<file path="config.mk">
export PLATFORM = sky130hd
export DESIGN_NAME = instr_loader_flat
export DESIGN_NICKNAME = d
export VERILOG_FILES = /design/src/rtl/loader_pkg.sv /design/src/rtl/instr_loader_if.sv /design/src/rtl/instr_loader_byte_packer.sv /design/src/rtl/instr_loader.sv /design/src/flat_wrapper.sv
export SDC_FILE = /design/constraint.sdc
export NUM_CORES = 1
export LEC_CHECK = 0
export ABC_AREA = 1
export CELL_PAD_IN_SITES_DETAIL_PLACEMENT = 0
export CELL_PAD_IN_SITES_GLOBAL_PLACEMENT = 1
export CORE_MARGIN = 2
export CORE_UTILIZATION = 36
export DETAILED_ROUTE_END_ITERATION = 16
export PLACE_DENSITY_LB_ADDON = 0.2
export SYNTH_ARGS = -nofsm -noshare
export SYNTH_HDL_FRONTEND = slang
export SYNTH_HIERARCHICAL = 1
export SYNTH_SLANG_ARGS = --single-unit
</file>
<file path="constraint.sdc">
create_clock -name clk -period 2.3 [get_ports clk]
set_input_delay 0.575 -clock clk [delete_from_list [all_inputs] [get_ports clk]]
set_output_delay 0.575 -clock clk [all_outputs]
set_load 0.02 [all_outputs]
</file>
<file path="src/rtl/loader_pkg.sv">
// rtl/loader_pkg.sv - shared constants and types for the instruction loader
//
// Purpose: state encoding, default ack/err bytes, header length and the
// word-address helper shared by instr_loader and byte_packer.
// Ports: none (package).

package loader_pkg;

  // Bytes per header and per data word; both are little-endian 32-bit values.
  localparam int HDR_BYTES = 4;

  localparam int         DEF_MAX_WORDS = 8192;
  localparam logic [7:0] DEF_ACK_BYTE  = 8'hAA;
  localparam logic [7:0] DEF_ERR_BYTE  = 8'hEE;

  typedef enum logic [2:0] {
    ST_IDLE  = 3'd0,
    ST_HDR   = 3'd1,
    ST_DATA  = 3'd2,
    ST_WRITE = 3'd3,
    ST_ACK   = 3'd4,
    ST_DONE  = 3'd5,
    ST_ERR   = 3'd6
  } state_t;

  // Byte address of word 'index' relative to 'base'; wraps modulo 2^32.
  function automatic logic [31:0] word_addr(input logic [31:0] base,
                                            input logic [31:0] index);
    return base + (index << 2);
  endfunction

endpackage

</file>
<file path="src/rtl/instr_loader_if.sv">
// rtl/instr_loader_if.sv - loader bus bundle: control, uart rx/tx, memory io port
//
// Purpose: groups every non-clock/reset signal of instr_loader.
// Ports (master = loader side):
//   start, rx_valid, rx_data, tx_ready   -> into the loader
//   tx_valid, tx_data                    -> ack byte to the uart transmitter
//   io_sel, we, en, addr_io, din         -> instruction memory io port
//   busy, done, err                      -> status

interface instr_loader_if;

  logic        start;
  logic        rx_valid;
  logic [7:0]  rx_data;
  logic        tx_valid;
  logic [7:0]  tx_data;
  logic        tx_ready;
  logic        io_sel;
  logic        we;
  logic        en;
  logic [31:0] addr_io;
  logic [31:0] din;
  logic        busy;
  logic        done;
  logic        err;

  modport master (
    input  start,
    input  rx_valid,
    input  rx_data,
    input  tx_ready,
    output tx_valid,
    output tx_data,
    output io_sel,
    output we,
    output en,
    output addr_io,
    output din,
    output busy,
    output done,
    output err
  );

  modport slave (
    output start,
    output rx_valid,
    output rx_data,
    output tx_ready,
    input  tx_valid,
    input  tx_data,
    input  io_sel,
    input  we,
    input  en,
    input  addr_io,
    input  din,
    input  busy,
    input  done,
    input  err
  );

endinterface

</file>
<file path="src/rtl/instr_loader_byte_packer.sv">
// rtl/instr_loader_byte_packer.sv - little-endian byte-to-word packer
//
// Purpose: collects HDR_BYTES bytes into a 32-bit word, first byte in [7:0].
// Ports:
//   clk, rst     clock, synchronous active-high reset
//   clear        drop any partial word
//   in_valid     byte strobe
//   in_data      byte
//   word         assembled word, valid while word_valid is high
//   word_valid   combinational pulse in the cycle the last byte arrives

module byte_packer
  import loader_pkg::*;
(
  input  logic        clk,
  input  logic        rst,
  input  logic        clear,
  input  logic        in_valid,
  input  logic [7:0]  in_data,
  output logic [31:0] word,
  output logic        word_valid
);

  logic [1:0]  cnt_q;
  logic [31:0] sr_q;

  // Bytes enter at the top and shift down, so after four bytes the first
  // one sits in [7:0]. No clear is needed between words: four shifts
  // overwrite the whole register.
  always_ff @(posedge clk) begin
    if (rst || clear) begin
      cnt_q <= 2'd0;
      sr_q  <= 32'd0;
    end else if (in_valid) begin
      cnt_q <= cnt_q + 2'd1;
      sr_q  <= {in_data, sr_q[31:8]};
    end
  end

  // The word is presented combinationally with the last byte so the
  // consumer can register it on the same edge that samples that byte.
  assign word       = {in_data, sr_q[31:8]};
  assign word_valid = in_valid && (cnt_q == 2'(HDR_BYTES - 1));

endmodule

</file>
<file path="src/rtl/instr_loader.sv">
// rtl/instr_loader.sv - boot-time uart-to-instruction-memory program loader
//
// Purpose: after start, reads a 4-byte little-endian word count N, then N
// little-endian data words, writing each to BASE_ADDR + 4*index through the
// memory io port. Finishes by sending ACK_BYTE (or ERR_BYTE for N above
// MAX_WORDS) and then holds done (or err) until the next start or rst.
// Ports:
//   clk   system clock
//   rst   synchronous active-high reset
//   bus   instr_loader_if.master (start, rx_*, tx_*, io_sel, we, en,
//         addr_io, din, busy, done, err)

module instr_loader
  import loader_pkg::*;
#(
  parameter logic [31:0] BASE_ADDR = 32'h0000_0000,
  parameter int          MAX_WORDS = DEF_MAX_WORDS,
  parameter logic [7:0]  ACK_BYTE  = DEF_ACK_BYTE,
  parameter logic [7:0]  ERR_BYTE  = DEF_ERR_BYTE
) (
  input logic            clk,
  input logic            rst,
  instr_loader_if.master bus
);

  // One extra bit so an index equal to MAX_WORDS is representable.
  localparam int IDXW = $clog2(MAX_WORDS) + 1;

  state_t            state_q, state_d;
  logic [IDXW-1:0]   idx_q, idx_d;
  logic [IDXW-1:0]   n_q, n_d;
  logic [31:0]       din_q, din_d;
  logic [7:0]        tx_q, tx_d;
  logic              rej_q, rej_d;

  logic              pk_clear;
  logic              capture;
  logic              word_valid;
  logic [31:0]       word;
  logic              we_i;

  // Bytes are accepted only while a load is active; the WRITE cycle is
  // included so a byte arriving there starts the next word without a stall.
  assign capture = bus.rx_valid &&
                   (state_q inside {ST_HDR, ST_DATA, ST_WRITE});

  byte_packer u_packer (
    .clk        (clk),
    .rst        (rst),
    .clear      (pk_clear),
    .in_valid   (capture),
    .in_data    (bus.rx_data),
    .word       (word),
    .word_valid (word_valid)
  );

  always_ff @(posedge clk) begin
    if (rst) begin
      state_q <= ST_IDLE;
      idx_q   <= '0;
      n_q     <= '0;
      din_q   <= 32'd0;
      tx_q    <= 8'd0;
      rej_q   <= 1'b0;
    end else begin
      state_q <= state_d;
      idx_q   <= idx_d;
      n_q     <= n_d;
      din_q   <= din_d;
      tx_q    <= tx_d;
      rej_q   <= rej_d;
    end
  end

  always_comb begin
    state_d  = state_q;
    idx_d    = idx_q;
    n_d      = n_q;
    din_d    = din_q;
    tx_d     = tx_q;
    rej_d    = rej_q;
    pk_clear = 1'b0;

    case (state_q)
      ST_IDLE, ST_DONE, ST_ERR: begin
        if (bus.start) begin
          state_d  = ST_HDR;
          idx_d    = '0;
          n_d      = '0;
          rej_d    = 1'b0;
          pk_clear = 1'b1;
        end
      end

      ST_HDR: begin
        if (word_valid) begin
          if (word == 32'd0) begin
            state_d = ST_ACK;
            tx_d    = ACK_BYTE;
          end else if (word > 32'(MAX_WORDS)) begin
            state_d = ST_ACK;
            tx_d    = ERR_BYTE;
            rej_d   = 1'b1;
          end else begin
            state_d = ST_DATA;
            // Fits: N <= MAX_WORDS here.
            n_d     = word[IDXW-1:0];
          end
        end
      end

      ST_DATA: begin
        if (word_valid) begin
          din_d   = word;
          state_d = ST_WRITE;
        end
      end

      ST_WRITE: begin
        idx_d = idx_q + IDXW'(1);
        if (idx_d == n_q) begin
          state_d = ST_ACK;
          tx_d    = ACK_BYTE;
        end else begin
          state_d = ST_DATA;
        end
      end

      ST_ACK: begin
        if (bus.tx_ready) begin
          state_d = rej_q ? ST_ERR : ST_DONE;
        end
      end

      default: state_d = ST_IDLE;
    endcase
  end

  // All outputs decode from registered state so a reset edge clears them
  // in the very next cycle, including any write strobe.
  assign we_i         = (state_q == ST_WRITE);
  assign bus.we       = we_i;
  assign bus.en       = we_i;
  assign bus.addr_io  = we_i ? word_addr(BASE_ADDR, 32'(idx_q)) : 32'd0;
  assign bus.din      = we_i ? din_q : 32'd0;
  assign bus.io_sel   = state_q inside {ST_HDR, ST_DATA, ST_WRITE, ST_ACK};
  assign bus.busy     = state_q inside {ST_HDR, ST_DATA, ST_WRITE, ST_ACK};
  assign bus.tx_valid = (state_q == ST_ACK);
  assign bus.tx_data  = (state_q == ST_ACK) ? tx_q : 8'd0;
  assign bus.done     = (state_q == ST_DONE);
  assign bus.err      = (state_q == ST_ERR);

endmodule
</file>
<file path="src/flat_wrapper.sv">
// flat-port wrapper written by rule: the top's interface ports become plain ports
module instr_loader_flat import loader_pkg::*;
#(
  parameter logic [31:0] BASE_ADDR = 32'h0000_0000,
  parameter int          MAX_WORDS = DEF_MAX_WORDS,
  parameter logic [7:0]  ACK_BYTE  = DEF_ACK_BYTE,
  parameter logic [7:0]  ERR_BYTE  = DEF_ERR_BYTE
)
  (clk, rst, bus_start, bus_rx_valid, bus_rx_data, bus_tx_ready, bus_tx_valid, bus_tx_data, bus_io_sel, bus_we, bus_en, bus_addr_io, bus_din, bus_busy, bus_done, bus_err);
  instr_loader_if bus_i ();
  input logic clk;
  input logic rst;
  input wire logic [$bits(bus_i.start)-1:0] bus_start;
  input wire logic [$bits(bus_i.rx_valid)-1:0] bus_rx_valid;
  input wire logic [$bits(bus_i.rx_data)-1:0] bus_rx_data;
  input wire logic [$bits(bus_i.tx_ready)-1:0] bus_tx_ready;
  output wire logic [$bits(bus_i.tx_valid)-1:0] bus_tx_valid;
  output wire logic [$bits(bus_i.tx_data)-1:0] bus_tx_data;
  output wire logic [$bits(bus_i.io_sel)-1:0] bus_io_sel;
  output wire logic [$bits(bus_i.we)-1:0] bus_we;
  output wire logic [$bits(bus_i.en)-1:0] bus_en;
  output wire logic [$bits(bus_i.addr_io)-1:0] bus_addr_io;
  output wire logic [$bits(bus_i.din)-1:0] bus_din;
  output wire logic [$bits(bus_i.busy)-1:0] bus_busy;
  output wire logic [$bits(bus_i.done)-1:0] bus_done;
  output wire logic [$bits(bus_i.err)-1:0] bus_err;
  assign bus_i.start = bus_start;
  assign bus_i.rx_valid = bus_rx_valid;
  assign bus_i.rx_data = bus_rx_data;
  assign bus_i.tx_ready = bus_tx_ready;
  assign bus_tx_valid = bus_i.tx_valid;
  assign bus_tx_data = bus_i.tx_data;
  assign bus_io_sel = bus_i.io_sel;
  assign bus_we = bus_i.we;
  assign bus_en = bus_i.en;
  assign bus_addr_io = bus_i.addr_io;
  assign bus_din = bus_i.din;
  assign bus_busy = bus_i.busy;
  assign bus_done = bus_i.done;
  assign bus_err = bus_i.err;
  instr_loader #(.BASE_ADDR(BASE_ADDR), .MAX_WORDS(MAX_WORDS), .ACK_BYTE(ACK_BYTE), .ERR_BYTE(ERR_BYTE)) u_core (.clk(clk), .rst(rst), .bus(bus_i));
endmodule
</file>
* Word level (Yosys, flattened, before mapping) *
Cells that the tools add are included.
Widths: inputs -> output; s select.

cells by class
  add/subtract/negate cells = 2
  multiply operators = 0
  divide/modulo/power cells = 0
  magnitude comparators = 1
  equal/unequal tests = 17
  shifts and indexed selects = 0
  muxes and demuxes = 30
  bitwise operators = 0
  reduce and logical (&&, ||, !) cells = 17

operators by type and width
  kind                   count
  $mux 14                4
  $pmux 14 s2            2
  $mux 8                 5
  $gt 32x14->1 const B   1
  $logic_not 32->1       1
  $mux 32                1
  $mux 3                 7
  $mux 16                1
  $ne 2x2->1 const B     8
  $pmux 8 s2             1
  $pmux 3 s5             1
  $add 14x1->14 const B  1
  $eq 14x14->1           1
  $reduce_and 5->1       2
  $eq 3x3->1 const B     3
  $reduce_and 4->1       2
  $eq 3x2->1 const B     2
  $mux 1                 6
  $reduce_bool 2->1      3
  $reduce_and 2->1       2
  $reduce_bool 4->1      1
  $eq 3x1->1 const B     1
  $logic_not 3->1        1
  $ne 3x3->1 const B     1
  other kinds (8)        9

word-level totals
  register bits after elaboration = 106
  latch bits = 0
  memory bits (writable) = 0
  ROM bits = 0
  input bits = 13
  output and inout bits = 79
  word-level logic and storage cells = 75
  memories kept = 0

* Depth between registers and ports, before layout *
  depth after elaboration = 6
  depth in mapped cells = 17
  mapped depth without buffers = 17

* Cells and area by module *
The synthesis kept the hierarchy.

by module, submodules not included
  module        instances  cells an instance  area each (um2)  seq. area each (um2)
  instr_loader  1          591                3,737.3          1,321.3
  byte_packer   1          175                1,162.4          520.5

* Worst setup path after synthesis *
Ideal clock, no wire load.

  path kind = flip-flop to output port
  from = reg u_core.state_q[1]
  to = out bus_tx_data[3]
  arrival time = 1.629 ns
  data required time = 1.725 ns
  slack = 0.096 ns
  cell stages (with the launch flop) = 7
  buffers on the path = 1
  cell sequence = dfxtp_1 -> nor2_1 -> inv_1 -> nor2_1 -> inv_1 -> nor2_1 -> buf_4

between the ends
  longest elaborated chain between the ends = 2

ends and longest elaborated chain
  item                    RTL line             source
  from (decl)             instr_loader.sv:29   state_t state_q, state_d;
  from (signal assigned)  instr_loader.sv:66   state_q <= state_d;
  $eq 3x3->1              -
  net bus_tx_valid        flat_wrapper.sv:17   output wire logic [$bits(bus_i.tx_valid)-1:0] bus_tx_valid;
  $mux 8                  instr_loader.sv:149  assign bus.tx_data = (state_q == ST_ACK) ? tx_q : 8'd0;
  to (decl)               flat_wrapper.sv:18   output wire logic [$bits(bus_i.tx_data)-1:0] bus_tx_data;

The timed path passes the listed nets, and every way through them passes these cells.

* Worst setup path in the final report *
  from = reg u_core.state_q[0]
  to = out bus_tx_data[6]

between the ends
  longest elaborated chain between the ends = 2

ends and longest elaborated chain
  item        RTL line
  $eq 3x3->1  instr_loader.sv:149
  $mux 8      instr_loader.sv:149

Every way passes these cells.

==> summary.md <==
| Metric | Value |
|---|---|
| Die W | `120.7 um` |
| Max clock buf depth | `2` |
| Fin crit share | `0.9790` |
| # placed instances | `999` |
| Largest net degree at the start of global routing | `53` |
| Clock network fraction of total power | `0.324` |
| Kind of critical path | `reg2out` |
| CP Max Fanout | `4` |
| CP Capture Type | `output port` |
| Worst Hold Class | `reg2reg` |
| WL/cell | `12.17 um` |
| Syn avg cell area | `6.396 um^2` |
| Ys async rst share | `0` |
| Placer Congestion | `0.8029` |
| Final Hold Violating Endpoints | `0` |
| Clock sinks | `92` |
| Min-Delay Path Depth | `2` |
| Overflow after GRT | `0` |
| Synth cell count leaders | `162 x nand2_1, 136 x nor2_1, 108 x inv_1` |
| Sequential share of the synthesized area | `0.3759` |
| Synth area leaders | `dfxtp_1 38%, nand2_1 12%, nor2_1 10%` |
| Root buf cell | `clkbuf_16` |
| Post-CTS Repair Setup Buffers | `0` |
| DRT iter0 DRCs | `311` |
| Most used cell, CP | `nor2_1` |
| Area growth syn-to-layout | `19.69%` |
| Logic pwr share | `0.279` |
| Fin. max-slew vios | `0` |
| Post-Syn Area | `0.004900 mm^2` |
| Worst path max stage delay | `0.35 ns` |
| Final min period | `2.252 ns` |
| Drt pass-1 iters | `4` |
| Pwr Density | `785.8 mW/mm^2` |
| Final net count | `849` |
| Initial antenna violation count | `0` |
| CP max stage cell | `dlygate4sd2_1` |
| Final ANT Viol Nets | `0` |
| Cells on worst reg2reg path | `15` |
| Max VDD drop | `0.5407 mV` |
| Post-DP HPWL | `9084 um` |
| FP Rows | `42` |
| Leak pwr | `approximately 2.4 nW` |
| Clock transition at path regs | `0.06 ns` |
| DRC viols | `0` |
| Switch share | `0.3372` |
| Initial core utilization | `0.3700` |
| Number of global-route vias before repair | `~4400` |
| Largest area contributor in the netlist | `dfxtp_1` |
| Outcome | `finished clean` |
| H-tree depth | `3` |
| Via Count | `4638` |
| Fin Setup TNS | `0 ns` |
| Final Util | `0.4428` |
| CTS tree | `yes` |
| First-pass GRT wire length | `~20000 um` |
| FF+latch count, synth | `92` |
| Critical path required time | `1.73 ns` |
| Vias per std cell | `4.578` |
| Synth unique cells | `29` |
| I/O Buffers | `71` |
| Final setup violation count | `0` |
| Int Pwr | `3.055 mW` |
| Ant diodes | `0` |
| Flop pwr share | `0.397` |
| Yosys warning total | `6` |
| DR WL met3 | `517 um` |
| Worst-Margin Slew | `about 0.7 ns` |
| Ratio of cells with drive above 1 in the final layout | `0.1529` |
| Worst skew pair latency | `about 0.34 ns` |
| Crit path cell chain | `buf_4 -> nor2_1 -> inv_1 -> nor2_1 -> inv_1 -> nor2_1 -> dlygate4sd2_1` |
| Gate Count Post-Synth | `766` |
| Total wire length | `12320 um` |
| Max-capacitance violation count | `0` |
| Top FF cell, synth | `dfxtp_1` |
| Critical Path AT | `1.68 ns` |
| TritonCTS Buffers | `9` |
| Worst setup SP type | `flip-flop` |
| Yosys top cell area share | `0.3759` |
| Count leader, synth | `nand2_1` |
| Core region area | `0.01324 mm^2` |
| Die H | `120.7 um` |
| Finished Layout Cells | `slightly above 1000` |
| Uppermost routed layer | `met4` |
| Worst Skew | `0.005665 ns` |
| Peak Freq | `0.4441 GHz` |
| DRT met1 WL | `~5700 um` |
| Routed wl met2 | `5986 um` |
| RSZ-0062 raised after global routing | `true` |
| GRT Util Overall | `0.1746` |
| Relative slew slack | `0.5414` |
| Net Switching | `roughly 1.6 mW` |
| I/O pin cnt | `92` |
| Post-synth EDFFs | `0` |
| Die ar. | `0.01456 mm^2` |
## repair_timing
item                       in CTS  in global routing
resized for setup             139                 73
setup endpoints to repair      58                 86
hold buffers                    0                  0
## power by group through the flow
stage | registers, mW | clock network, mW | logic [mW]
2_1_floorplan | 1.82 | 0 | 1.00
4_1_cts | 1.83 | 1.55 | 1.28
3_5_place_dp | 1.86 | 0 | 1.30
5_1_grt | 1.84 | 1.60 | 1.47
6_report | 1.83 | 1.49 | 1.29
3_3_place_gp | 1.86 | 0 | 1.28
## per-layer routing
| layer | vias up | track usage |
|---|---|---|
| li1 | 2457 | - |
| met1 | 2081 | 0.2158 |
| met2 | 91 | 0.2991 |
| met3 | 9 | 0.04245 |
| met4 | 0 | 0.05378 |
| met5 | - | 0 |
## kinds of logic (layout without fill, tap and decap cells)
group           Yosys count  in the layout  synth area share
compound gates          108            108            0.1124
fa+ha+maj                 2              2          0.005106
buf+inv                 176            228            0.1703
flops                    92             92            0.3759
other cells               1             20         0.0007654
simple gates            387            387            0.3355
## final cells by class
cell class | instances | area [um^2]
clock buffer | 11 | 252.7
clock inverter | 3 | 46.29
fill | 1453 | 7378
inverter | 111 | 416.7
multi-input combinational | 517 | 2336
sequential | 92 | 1843
tap | 176 | 220.2
timing repair buffer | 103 | 749.5
## critical path: cells and delay by family (launching register included)
family,cells,cell delay [ns]
flip-flops,1,0.31
buffers and inverters,4,0.64
AND/OR/NAND/NOR,3,0.39
## sequential cells by signal (all words and copies together) (netlist names)
signal and cells:
u_core/din_q 32, u_core/idx_q 14, u_core/n_q 14, u_core/rej_q 1, u_core/state_q 3, u_core/tx_q 2
u_core/u_packer/cnt_q 2, u_core/u_packer/sr_q 24
## cell usage in the layout (no fill, tap or decap), types with 8 or more instances in the layout
cell and instances:
nand2_1 162, nor2_1 130, inv_1 107, dfxtp_1 91
a21oi_1 66, nand3_1 48, o21ai_0 36, buf_4 33
buf_2 29, conb_1 20, clkbuf_2 16, clkdlybuf4s50_1 12
clkbuf_16 9, nor2_4 9, nor3_1 8
## metrics by stage
| step | power, mW | hold slack [ns] | setup WS [ns] | instance area (um^2) |
|---|---|---|---|---|
| 5_1_grt | 4.913 | 0.4808 | -0.07139 | 5864 |
| 2_1_floorplan | 2.820 | 0.4298 | 0.09563 | 4971 |
| 4_1_cts | 4.654 | 0.4563 | -0.01696 | 6098 |
| 3_3_place_gp | 3.146 | 0.4415 | -0.2083 | 5769 |
| 3_5_place_dp | 3.161 | 0.4468 | -0.2788 | 5769 |
| 6_report | 4.608 | 0.4517 | 0.04829 | 5864 |
## final timing paths
kind	start	to	slack, ns
setup / recovery	u_core/state_q[0]	bus_tx_data[6]	0.05
hold / removal	u_core/din_q[11]	u_core/din_q[11]	0.45
setup reg to reg	u_core/idx_q[0]	u_core/tx_q[6]	0.27
hold reg to reg	u_core/din_q[11]	u_core/din_q[11]	0.45
No activity file was read; power rests on OpenSTA's default activity.
